File: src/rtl/furry_sequencer.sv
// furry_sequencer: buffers one frame of ADC samples, then feeds them to the
// furry spectral core one sample per end_flag request until the core finishes
// or the run times out. Reports frame completion and sticky error status.
module furry_sequencer #(
    parameter int DATA_W         = 16,
    parameter int NUM_SAMPLES    = 17,
    parameter int TIMEOUT_CYCLES = 4096
) (
    input  logic              clk,
    input  logic              reset,
    input  logic              enable,
    input  logic [DATA_W-1:0] sample_in,
    input  logic              sample_valid,
    output logic              sample_ready,
    output logic [DATA_W-1:0] core_signal,
    output logic              core_start,
    input  logic              core_finish,
    input  logic              core_end,
    output logic              frame_done,
    output logic [15:0]       frame_count,
    output logic              overrun,
    output logic              timeout_err,
    input  logic              clear_status,
    output logic              busy
);

    localparam int IDX_W = $clog2(NUM_SAMPLES);
    localparam int TMR_W = $clog2(TIMEOUT_CYCLES + 1);
    localparam logic [IDX_W-1:0] LAST_IDX  = IDX_W'(NUM_SAMPLES - 1);
    localparam logic [TMR_W-1:0] LAST_TICK = TMR_W'(TIMEOUT_CYCLES - 1);

    localparam logic [1:0] S_FILL = 2'd0;
    localparam logic [1:0] S_ARM  = 2'd1;
    localparam logic [1:0] S_RUN  = 2'd2;
    localparam logic [1:0] S_DONE = 2'd3;

    logic [1:0]        state;
    logic [DATA_W-1:0] sbuf [NUM_SAMPLES];
    logic [IDX_W-1:0]  wr_ptr;
    logic [IDX_W-1:0]  rd_idx;
    logic              end_q;
    logic [TMR_W-1:0]  timer;
    logic              aborted;
    logic              req;
    logic              timed_out;
    logic              ovr_set;

    assign sample_ready = (state == S_FILL);
    assign busy         = (state != S_FILL);
    assign frame_done   = (state == S_DONE);
    // Only the rising edge of end_flag asks for the next sample.
    assign req          = core_end & ~end_q;
    // Finish wins over a timeout landing in the same cycle.
    assign timed_out    = (state == S_RUN) && !core_finish && (timer == LAST_TICK);
    // Anything offered while not filling is dropped and flagged.
    assign ovr_set      = sample_valid && !sample_ready;

    // Sample buffer: written only while filling, contents untouched otherwise.
    always_ff @(posedge clk or negedge reset) begin
        if (!reset) begin
            for (int i = 0; i < NUM_SAMPLES; i++) sbuf[i] <= '0;
        end else if (state == S_FILL && sample_valid) begin
            sbuf[wr_ptr] <= sample_in;
        end
    end

    // Frame FSM: fill -> arm -> run -> done, plus the core handshake and counters.
    always_ff @(posedge clk or negedge reset) begin
        if (!reset) begin
            state       <= S_FILL;
            wr_ptr      <= '0;
            rd_idx      <= '0;
            end_q       <= 1'b0;
            timer       <= '0;
            aborted     <= 1'b0;
            core_start  <= 1'b0;
            core_signal <= '0;
            frame_count <= '0;
        end else begin
            end_q <= core_end;
            case (state)
                S_FILL: begin
                    if (sample_valid) begin
                        wr_ptr <= wr_ptr + 1'b1;
                        if (wr_ptr == LAST_IDX) state <= S_ARM;
                    end
                end
                S_ARM: begin
                    if (enable) begin
                        core_start  <= 1'b1;
                        core_signal <= sbuf[0];
                        rd_idx      <= '0;
                        timer       <= '0;
                        aborted     <= 1'b0;
                        state       <= S_RUN;
                    end
                end
                S_RUN: begin
                    // core_signal trails rd_idx by one cycle.
                    core_signal <= sbuf[rd_idx];
                    timer       <= timer + 1'b1;
                    if (core_finish) begin
                        core_start <= 1'b0;
                        state      <= S_DONE;
                    end else if (timer == LAST_TICK) begin
                        core_start <= 1'b0;
                        aborted    <= 1'b1;
                        state      <= S_DONE;
                    end else if (req && rd_idx != LAST_IDX) begin
                        // Requests past the last sample keep re-sending it.
                        rd_idx <= rd_idx + 1'b1;
                    end
                end
                S_DONE: begin
                    if (!aborted) frame_count <= frame_count + 16'd1;
                    wr_ptr     <= '0;
                    core_start <= 1'b0;
                    state      <= S_FILL;
                end
                default: state <= S_FILL;
            endcase
        end
    end

    // Sticky status flags; a set event beats a same-cycle clear.
    always_ff @(posedge clk or negedge reset) begin
        if (!reset) begin
            overrun     <= 1'b0;
            timeout_err <= 1'b0;
        end else begin
            if (ovr_set)           overrun <= 1'b1;
            else if (clear_status) overrun <= 1'b0;
            if (timed_out)         timeout_err <= 1'b1;
            else if (clear_status) timeout_err <= 1'b0;
        end
    end

endmodule

File: config.mk
export PLATFORM = sky130hd
export DESIGN_NAME = furry_sequencer
export DESIGN_NICKNAME = d
export VERILOG_FILES = /design/src/rtl/furry_sequencer.sv
export SDC_FILE = /design/constraint.sdc
export NUM_CORES = 1
export LEC_CHECK = 0
export ABC_AREA = 1
export CORE_MARGIN = 5
export CORE_UTILIZATION = 55
export DETAILED_ROUTE_END_ITERATION = 12
export PLACE_DENSITY = 0.75
export SYNTH_ARGS = -nofsm -noshare
export SYNTH_HDL_FRONTEND = slang
export SYNTH_SLANG_ARGS = --single-unit
export TNS_END_PERCENT = 1
File: constraint.sdc
create_clock -name clk -period 1.6 [get_ports clk]
set_input_delay 0.24 -clock clk [delete_from_list [all_inputs] [get_ports clk]]
set_output_delay 0.24 -clock clk [all_outputs]
set_load 0.01 [all_outputs]
==> impl_metrics.toml <==
[detailed_routing]
viasPerCell = 5.49
drt-pass1-iter-count = 5
ant_nets = 0
vias = 14741
avgRoutedWirePerCell_um = 17.5
drtIter0Drc = 1650
drt-total-wl_um = 46900
drc = 0

[synthesis]
synthMuxAreaShare_pct = 0.0693
synth_compound_area_share_pct = 11.1
syn_inst = 2169
synth_edf_count = 0
ys_seq_area_share_pct = 51.4
synthAdderAreaFrac_pct = 1.00
synthArstFlopShare_pct = 100
syn_area_mm2 = 0.0162
ys_warn_count = 0
synth_top_family_by_area = "simple AND/OR/NAND/NOR gates"
synthSimpleGateAreaFrac_pct = 25.8
synth_seq_cells = 334
yosysUniqueCellTypes = 33
synth_nets = 2205
synth_xor_area_share_pct = 0.917
avgSynthCellArea_um2 = 7.49
ys.flop_type = "dfrtp_1"

[placement]
dp_hpwl_um = 28600
post-place-ws_ns = -0.200
portBuffers = 60
placed_area_mm2 = 0.0182
dp_cells = 2608
routabilityCongestion = 0.881

[setup_path]
r2r_slack_ns = -0.23
r2r-end = "rd_idx[3]$_DFFE_PN0P_"
cp-end-kind = "register"
crit_path_end = "rd_idx[3]$_DFFE_PN0P_"
critPathLaunchType = "register"
path_max_fanout = 6
crit_required_ns = 2.05
arrival_ns = 2.28
cp-startpoint = "state[0]$_DFFE_PN0P_"
timing.rr.start = "state[0]$_DFFE_PN0P_"
r2r_cells = 11
path_class = "register to register"

[clocking]
cts_buffers = 37
path_clk_slew_ns = 0.06
clock_sinks = 334
cts_tree = "yes"
clk_latency_ns = 0.53
htreeDepth = 2
cts_buffer_depth = 3
clock-root-buffer = "clkbuf_16"

[sta]
skew_ns = 0.0165
worst_pin_slew_ns = 0.627
drv_slew = 0
hold_ws_ns = 0.200
setup_slack_ns = -0.233
final-hold-violation-count = 0
finalCritPeriodShare_pct = 115
rsz0062_at_grt = "true"
timing.setup.tns_ns = -6.09
setup_viol = 101
maxSlewHeadroom_pct = 58.2
max_freq_mhz = 545
finalCriticalPeriod_ns = 1.83

[global_route]
overflow = 0
antenna_found_initial = 0
grt_pass1_wl_um = 75700
grt_max_degree = 62
grtUsageTotal_pct = 28.2
first_global_vias = 14286

[floorplanning]
floorplan.initialDensity_pct = 55.3
die_y_um = 182
rows = 63
num_io_pins = 61
chipWidth_um = 182
coreArea_mm2 = 0.0294
die_area_mm2 = 0.0331

[pwr]
cellPowerDensity_mw_per_mm2 = 1830
power.leakage_nw = 10.2
vdd.ir_drop.worst_v = 0.000816

[outcome]
violations = "negative setup slack"
outcome = "finished with violations"

[cells_and_area]
stdcell_area_mm2 = 0.0198
n_antenna_cell = 0
fin_cells = 2684
area_growth_pct = 22.1
drive_gt1_share_pct = 11.8
nets = 2306

[flow_run]
drv_cap = 0

[hold_path]
hold_path_class = "input pin to async pin"
==> kinds of logic (layout without fill, tap and decap cells) <==
kind of cell | Yosys count | after routing
simple gates | 1041 | 1042
buf+inv | 408 | 532
compound gates | 355 | 355
flops | 334 | 334
xor+xnor | 17 | 17
fa+ha+maj | 13 | 13
mux | 1 | 1
==> worst min path at each step <==
stage,start,end,slack [ns],depth (start not counted)
global placement,reset,frame_count[11]$_DFFE_PN0P_,0.15,1
CTS,reset,frame_count[15]$_DFFE_PN0P_,0.20,2
detailed placement,reset,frame_count[15]$_DFFE_PN0P_,0.16,1
global route,reset,sbuf[212]$_DFFE_PN0P_,0.23,2
finish,reset,frame_count[13]$_DFFE_PN0P_,0.20,2
floorplan,reset,aborted$_DFFE_PN0P_,-0.06,0
==> cell usage in the layout, fill, tap and decap left out, types with 3 or more instances in the layout <==
cell / count
buf_6: 10
inv_2: 13
o21ai_2: 6
a21oi_1: 42
nor2_1: 19
clkbuf_8: 7
nor3_1: 3
nand2_2: 14
nor2_4: 10
xor2_1: 11
ha_4: 4
ha_1: 9
buf_8: 4
clkdlybuf4s50_1: 21
nor3_2: 6
clkbuf_16: 38
o21ai_0: 236
nand2_4: 5
clkinv_2: 8
nand3_1: 122
inv_1: 269
nand3_2: 5
dlygate4sd2_1: 35
clkbuf_1: 6
nand4_1: 4
buf_4: 67
dfrtp_2: 3
o21ai_1: 63
dfrtp_1: 330
buf_12: 44
xnor2_1: 6
nand2_1: 837
nor2_2: 7
==> routing by layer <==
layer / global-route usage, % / share of wire (%) / vias to the layer above
met5: 0 / 0 / -
met4: 8.62 / 2.9 / 0
met3: 4.27 / 8.2 / 108
met2: 46.1 / 47 / 641
met1: 39.1 / 42 / 7084
li1: - / - / 6908
==> per-stage QoR <==
step                      power (mW)  utilization, %
after floorplan                 22.0               -
after global placement          26.4            62.0
after detailed placement        27.0            62.0
after CTS                       35.6            66.6
after global routing            38.9            67.4
final                           36.3            67.4
==> sequential cells by signal, summed over array words and instances, names as in the netlist <==
| signal | cells |
|---|---|
| frame_count | 16 |
| overrun | 1 |
| core_start | 1 |
| wr_ptr | 5 |
| rd_idx | 5 |
| timer | 13 |
| end_q | 1 |
| core_signal | 16 |
| timeout_err | 1 |
| sbuf | 272 |
| state | 2 |
| aborted | 1 |
==> final cells by class <==
class | instances | area [µm²]
clock buffer | 50 | 1040
clock inverter | 13 | 103
fill | 2337 | 9570
inverter | 285 | 1080
multi-input combinational | 1428 | 6610
sequential | 334 | 8370
tap | 390 | 488
timing repair buffer | 184 | 2140
==> report_power, final <==
group | internal (mW) | switching (mW)
registers | 11.7 | 1.96
logic | 5.84 | 8.58
clock network | 4.74 | 3.45
total | 22.3 | 14.0
==> timing repair <==
| item | in CTS | in global routing |
|---|---|---|
| setup buffers | 6 | 4 |
| setup endpoints to repair | 340 | 324 |
| endpoints found under the hold margin | 207 | 0 |
| hold buffers | 1 | 0 |
| pin swaps | 11 | 9 |
| resized for setup | 102 | 75 |
| cloned | 1 | 1 |
==> critical path: stages, from the launching register on <==
cell and delay [ns]:
dfrtp_1 0.42, buf_6 0.15, buf_6 0.12, ha_4 0.17, nand2_4 0.07, o21ai_4 0.08, or2_1 0.24, nor2_2 0.11
nand2_2 0.12, nand2_4 0.14, nand3_2 0.07, o21ai_1 0.07
==> cell usage after synthesis, types with 5 or more instances <==
master / n / area, µm²
nand3_1: 128 / 641
nor3_2: 6 / 60.1
xnor2_1: 6 / 52.6
o21ai_1: 36 / 180
buf_1: 5 / 18.8
nor2_1: 28 / 105
o21ai_0: 269 / 1350
ha_1: 13 / 163
a21oi_1: 45 / 225
xor2_1: 11 / 96.3
nand2_1: 852 / 3200
clkbuf_1: 78 / 293
buf_2: 39 / 195
inv_1: 279 / 1050
nor3_1: 5 / 25.0
nor2_2: 7 / 43.8
dfrtp_1: 334 / 8360
No activity file was read; power rests on OpenSTA's default activity.
==> variant 1, RTL diff (same flow settings) <==
The parameter `TIMEOUT_CYCLES` goes from 4096 to 2048.
--- a/src/rtl/furry_sequencer.sv
+++ b/src/rtl/furry_sequencer.sv
@@ -4,7 +4,7 @@
 module furry_sequencer #(
     parameter int DATA_W         = 16,
     parameter int NUM_SAMPLES    = 17,
-    parameter int TIMEOUT_CYCLES = 4096
+    parameter int TIMEOUT_CYCLES = 2048
 ) (
     input  logic              clk,
     input  logic              reset,
Function: same outputs for any inputs over 10 cycles, from zero or initial values and one cycle with reset low; that may be too few to reach the edited logic, so the function may still have changed.
==> variant 1 against the original RTL <==
  * The run still ends with setup timing left
  * Sequential cell count fell by 1
  * Worst setup slack improved by 8.6 ps
  * Utilization rose by 0.057 points
  * Wire length fell by 0.95%
  * First-iteration DRC count fell by 9.4%
  * Hold slack got worse by 11 ps
  * Combinational power fell by 14%
  * Die area rose by 0.50%
  * Final area rose by 0.35%
  * Total power fell by 9.5%
  * Area after synthesis rose by 0.53%
==> variant 1: results (changes against the original RTL) <==
- Status: complete, but fails checks
- Failing checks: setup timing
- HPWL Detailed: 28100 um (-1.7%)
- Count of cells resized by post-cts repair: 112 (+9.8%)
- Share of cells above drive strength 1: 13.0% (+1.2 points)
- DRT Pass-1 Iters: 6 (+1)
- Async S/R FF share, synth: 100% (unchanged)
- Non-clk invs: 286 (+0.35%)
- Clk tree area frac: 5.90% (+0.11 points)
- Setup tns final: -8720 ps (-2630 ps)
- Worst Path Arrival: 2260 ps (-20 ps)
- Non-clock buffer share: 10.4% (-0.36 points)
- Cells after DPL: 2584 (-0.92%)
- Layout Skew: 16.5 ps (+0.0750 ps)
- Worst Hold Slack: 189 ps (-11.1 ps)
- Largest registers: sbuf x272, core_signal x16, frame_count x16
- Post-CTS Setup Bufs: 19 (+13)
- Post-Syn Area per Cell: 7.58 sq um (+1.1%)
- Vias in the first global route: 14300 (-0.17%)
- Fraction of area in multi-input gates: 33.9% (+0.51 points)
- Switch Pwr: 12100 uW (-13%)
- Static leakage: 0.00989 uW (-3.3%)
- Post-Layout Cell Count: 2671 (-0.48%)
- Reg2reg path depth: 12 (+1)
- Post-synth top cells: nand2_1, dfrtp_1, inv_1
- Layout fillers: 2344 (+0.30%)
- Crit path max-delay family: simple AND/OR/NAND/NOR gates
- CP Max Fanout: 7 (+1)
- Power, Total: 32800 uW (-9.5%)
- Power Clock: 8240 uW (+0.6%)
- Final net count: 2291 (-0.65%)
- FF-to-FF End: rd_idx[1]
- Synth warn: 0 (unchanged)
- Multi-input gates: 1415 (-0.91%)
- Final worst slack: -225 ps (+8.58 ps)
- Sequential-to-total area share from yosys stat: 51.0% (-0.43 points)
- Wire length per cell: 17.4 um (-0.47%)
- Maximum VDD drop: 0.845 mV (+3.5%)
- Relative slew slack: 61.7% (+3.5 points)
- Die W: 182 um (+0.25%)
- Via density per instance: 5.45 (-0.82%)
- Final setup fails: 164 (+62%)
- Total track usage: 27.9% (-0.29 points)
- Post-synthesis net count: 2192 (-0.59%)
- Largest net degree at the start of global routing: 71 (+15%)
- FF+latch area: 8340 sq um (-0.28%)
- First-pass GRT wire length: 74900 um (-1.1%)
- Clock buffers: 58 (+16%)
- Flop+latch power: 12200 uW (-10%)
- #FFs+latches synth: 333 (-0.30%)
- Buffers excl. clock: 182 (-1.1%)
==> variant 1: cell types whose count changed after synthesis, moves of 3 or more <==
cell / before / now
buf_2: 39 / 61
a211oi_1: 0 / 10
o22ai_1: 2 / 8
buf_6: 0 / 9
nor2_1: 28 / 65
o21ai_1: 36 / 118
nor3_4: 0 / 4
a21oi_1: 45 / 29
nand2_2: 4 / 14
nand2_1: 852 / 796
clkbuf_1: 78 / 48
nor3_1: 5 / 8
xor2_1: 11 / 6
o21ai_0: 269 / 182
==> variant 1: logic make-up (layout without fill, tap and decap cells) <==
logic type	Yosys count	count (layout)	share of synthesized area, %
fa+ha+maj	13	13	0.996
buf+inv	408	533	10.3
flops	333	333	51.0
simple gates	1038	1038	26.0
xor+xnor	14	14	0.751
compound gates	350	350	11.0
==> variant 1: layer usage <==
layer	global-route usage, %	vias up	share of wire [%]
met5	0	-	0
li1	-	6878	-
met1	38.4	6971	42
met3	4.17	102	7.2
met4	9.82	0	3.1
met2	45.5	599	48
==> variant 2, RTL diff (same settings) <==
Made on the original files. Register the output `frame_count` once more, cleared by the reset; this adds one clock of latency there. The other outputs are not delayed to match.
--- a/src/rtl/furry_sequencer.sv
+++ b/src/rtl/furry_sequencer.sv
@@ -33,6 +33,8 @@
     localparam logic [1:0] S_ARM  = 2'd1;
     localparam logic [1:0] S_RUN  = 2'd2;
     localparam logic [1:0] S_DONE = 2'd3;
+
+    logic [15:0] frame_count_s0;
 
     logic [1:0]        state;
     logic [DATA_W-1:0] sbuf [NUM_SAMPLES];
@@ -75,7 +77,7 @@
             aborted     <= 1'b0;
             core_start  <= 1'b0;
             core_signal <= '0;
-            frame_count <= '0;
+            frame_count_s0 <= '0;
         end else begin
             end_q <= core_end;
             case (state)
@@ -112,7 +114,7 @@
                     end
                 end
                 S_DONE: begin
-                    if (!aborted) frame_count <= frame_count + 16'd1;
+                    if (!aborted) frame_count_s0 <= frame_count_s0 + 16'd1;
                     wr_ptr     <= '0;
                     core_start <= 1'b0;
                     state      <= S_FILL;
@@ -135,5 +137,13 @@
         end
     end
 
+    always_ff @(posedge clk or negedge reset) begin
+        if (!reset) begin
+            frame_count <= '0;
+        end else begin
+            frame_count <= frame_count_s0;
+        end
+    end
+
 endmodule
 
Check against the original RTL: no difference found for any inputs over 10 cycles, from zero or initial values and one cycle with reset low; that may be too few to reach the edited logic, so the function may still have changed.
==> variant 2 against the original RTL <==
  * The run still ends with setup timing left
  * Area after synthesis increased by 3.4%
  * Total power increased by 5.2%
  * Combinational power increased by 7%
  * Sequential cell count increased by 16
  * Wire length increased by 6.5%
  * Worst setup slack improved by 2.1 ps
  * Global-route usage increased by 1.4 points
  * Final area increased by 5.4%
  * Highest routed layer unchanged
==> variant 2: results (changes against the original RTL) <==
- Global routing usage on met1: 40.8% (+1.7 points)
- Mux contribution to synthesized area: 0% (-0.069 points)
- CP Capture Point: core_signal[15]
- Post-synthesis net count: 2236 (+1.4%)
- Setup WS pre-CTS: -280 ps (-79.9 ps)
- IO buf count: 60 (unchanged)
- Met2 Use GR: 46.2% (+0.12 points)
- Final setup fails: 305 (+200%)
- CP max stage delay: 580 ps (+160 ps)
- Setup crit start: rd_idx[0]
- First-pass GRT wire length: 80000 um (+5.6%)
- Failing checks: setup timing
- Routed met2 length: 22900 um (+4.8%)
- Layout fillers: 2291 (-2.0%)
- DRT Pass-1 Iters: 6 (+1)
- Metal-1 WL: 20300 um (+2.9%)
- Largest net degree at the start of global routing: 77 (+24%)
- Met3 usage: 6.81% (+2.5 points)
- Crit path max-delay family: flip-flops
- Worst-Margin Slew: 671 ps (+44.0 ps)
- Maximum VDD drop: 1.24 mV (+52%)
- Cts bufs inserted: 39 (+5.4%)
- XOR/XNOR Fraction of Synth Area: 0.782% (-0.13 points)
- Reg2reg path depth: 12 (+1)
- Setup tns final: -31790 ps (-25700 ps)
- Async S/R FF share, synth: 100% (unchanged)
- Leading post-synthesis cells by cell area: dfrtp_1, nand2_1, inv_1
- CP max-delay cell: dfrtp_4
- Adder-cell share of the synthesized area: 0.968% (-0.033 points)
- Final net count: 2363 (+2.5%)
- Share of cells above drive strength 1: 14.6% (+2.8 points)
- Status: complete, but fails checks
- Met3 WL: 4970 um (+29%)
- Vias in the first global route: 14900 (+4.2%)
- Layout Skew: 26.1 ps (+9.59 ps)
- Final worst slack: -231 ps (+2.09 ps)
- Sequential-to-total area share from yosys stat: 52.1% (+0.69 points)
- Switch Pwr: 14700 uW (+5.2%)
- Routability cong.: 0.912 (+3.6%)
- H-tree depth: 2 (unchanged)
- Static leakage: 0.0108 uW (+5.4%)
- Post-synth top cells: nand2_1, dfrtp_1, inv_1
- CP Max Fanout: 7 (+1)
- Worst Path Arrival: 2250 ps (-30 ps)
[variant 2: area by class of cell]
class | count | area [sq um] | area share (%)
flip-flops and latches | 350 | 8760 | 41.9
multi-input cells | 1438 | 6810 | 32.6
repair buffers | 207 | 2470 | 11.8
clock buffers | 59 | 1160 | 5.56
inverters | 290 | 1100 | 5.27
well taps | 396 | 495 | 2.37
clock inverters | 10 | 73.8 | 0.353
repair inverters | 1 | 11.3 | 0.0539
[variant 2: power groups by stage]
stage                     clock network (uW)  registers [uW]  logic [uW]
after floorplan                            0           13700        8760
after global placement                     0           14000       12800
after detailed placement                   0           14100       13200
after CTS                               8670           14000       14600
after global routing                    9110           14500       17100
final                                   8630           14100       15400
[variant 2: cells by family (layout without fill, tap and decap cells)]
group / count (synthesis) / in the layout
xor gates and xnor gates: 15 / 15
and+or+nand+nor: 1053 / 1053
DFF: 350 / 350
adders and majority gates: 13 / 13
buffers and inverters: 412 / 567
AOI/OAI and AO/OA: 357 / 357
[variant 2: repair_timing]
action                                 in CTS  in global routing
gates cloned                                9                  2
pin swaps                                  18                 26
setup endpoints to repair                 345                329
setup buffers                              18                  6
endpoints found under the hold margin     194                  0
hold buffers                                1                  0
gates resized for setup                   180                 54
[variant 2: per-stage QoR]
stage,std cells,area (sq um)
after global placement,2647,18700
after detailed placement,2647,18700
after floorplan,2200,16800
after CTS,2744,20600
final,2751,20900
after global routing,2751,20900
[variant 2: how the worst min path moves through the flow]
stage               start   endpoint  slack (ps)  depth (start not counted)
finish              reset  sbuf[208]         180                          2
global route        reset  sbuf[129]         200                          2
CTS                 reset   sbuf[64]         180                          2
detailed placement  reset  sbuf[208]         140                          1
global placement    reset  sbuf[228]         140                          1
floorplan           reset    aborted         -60                          0
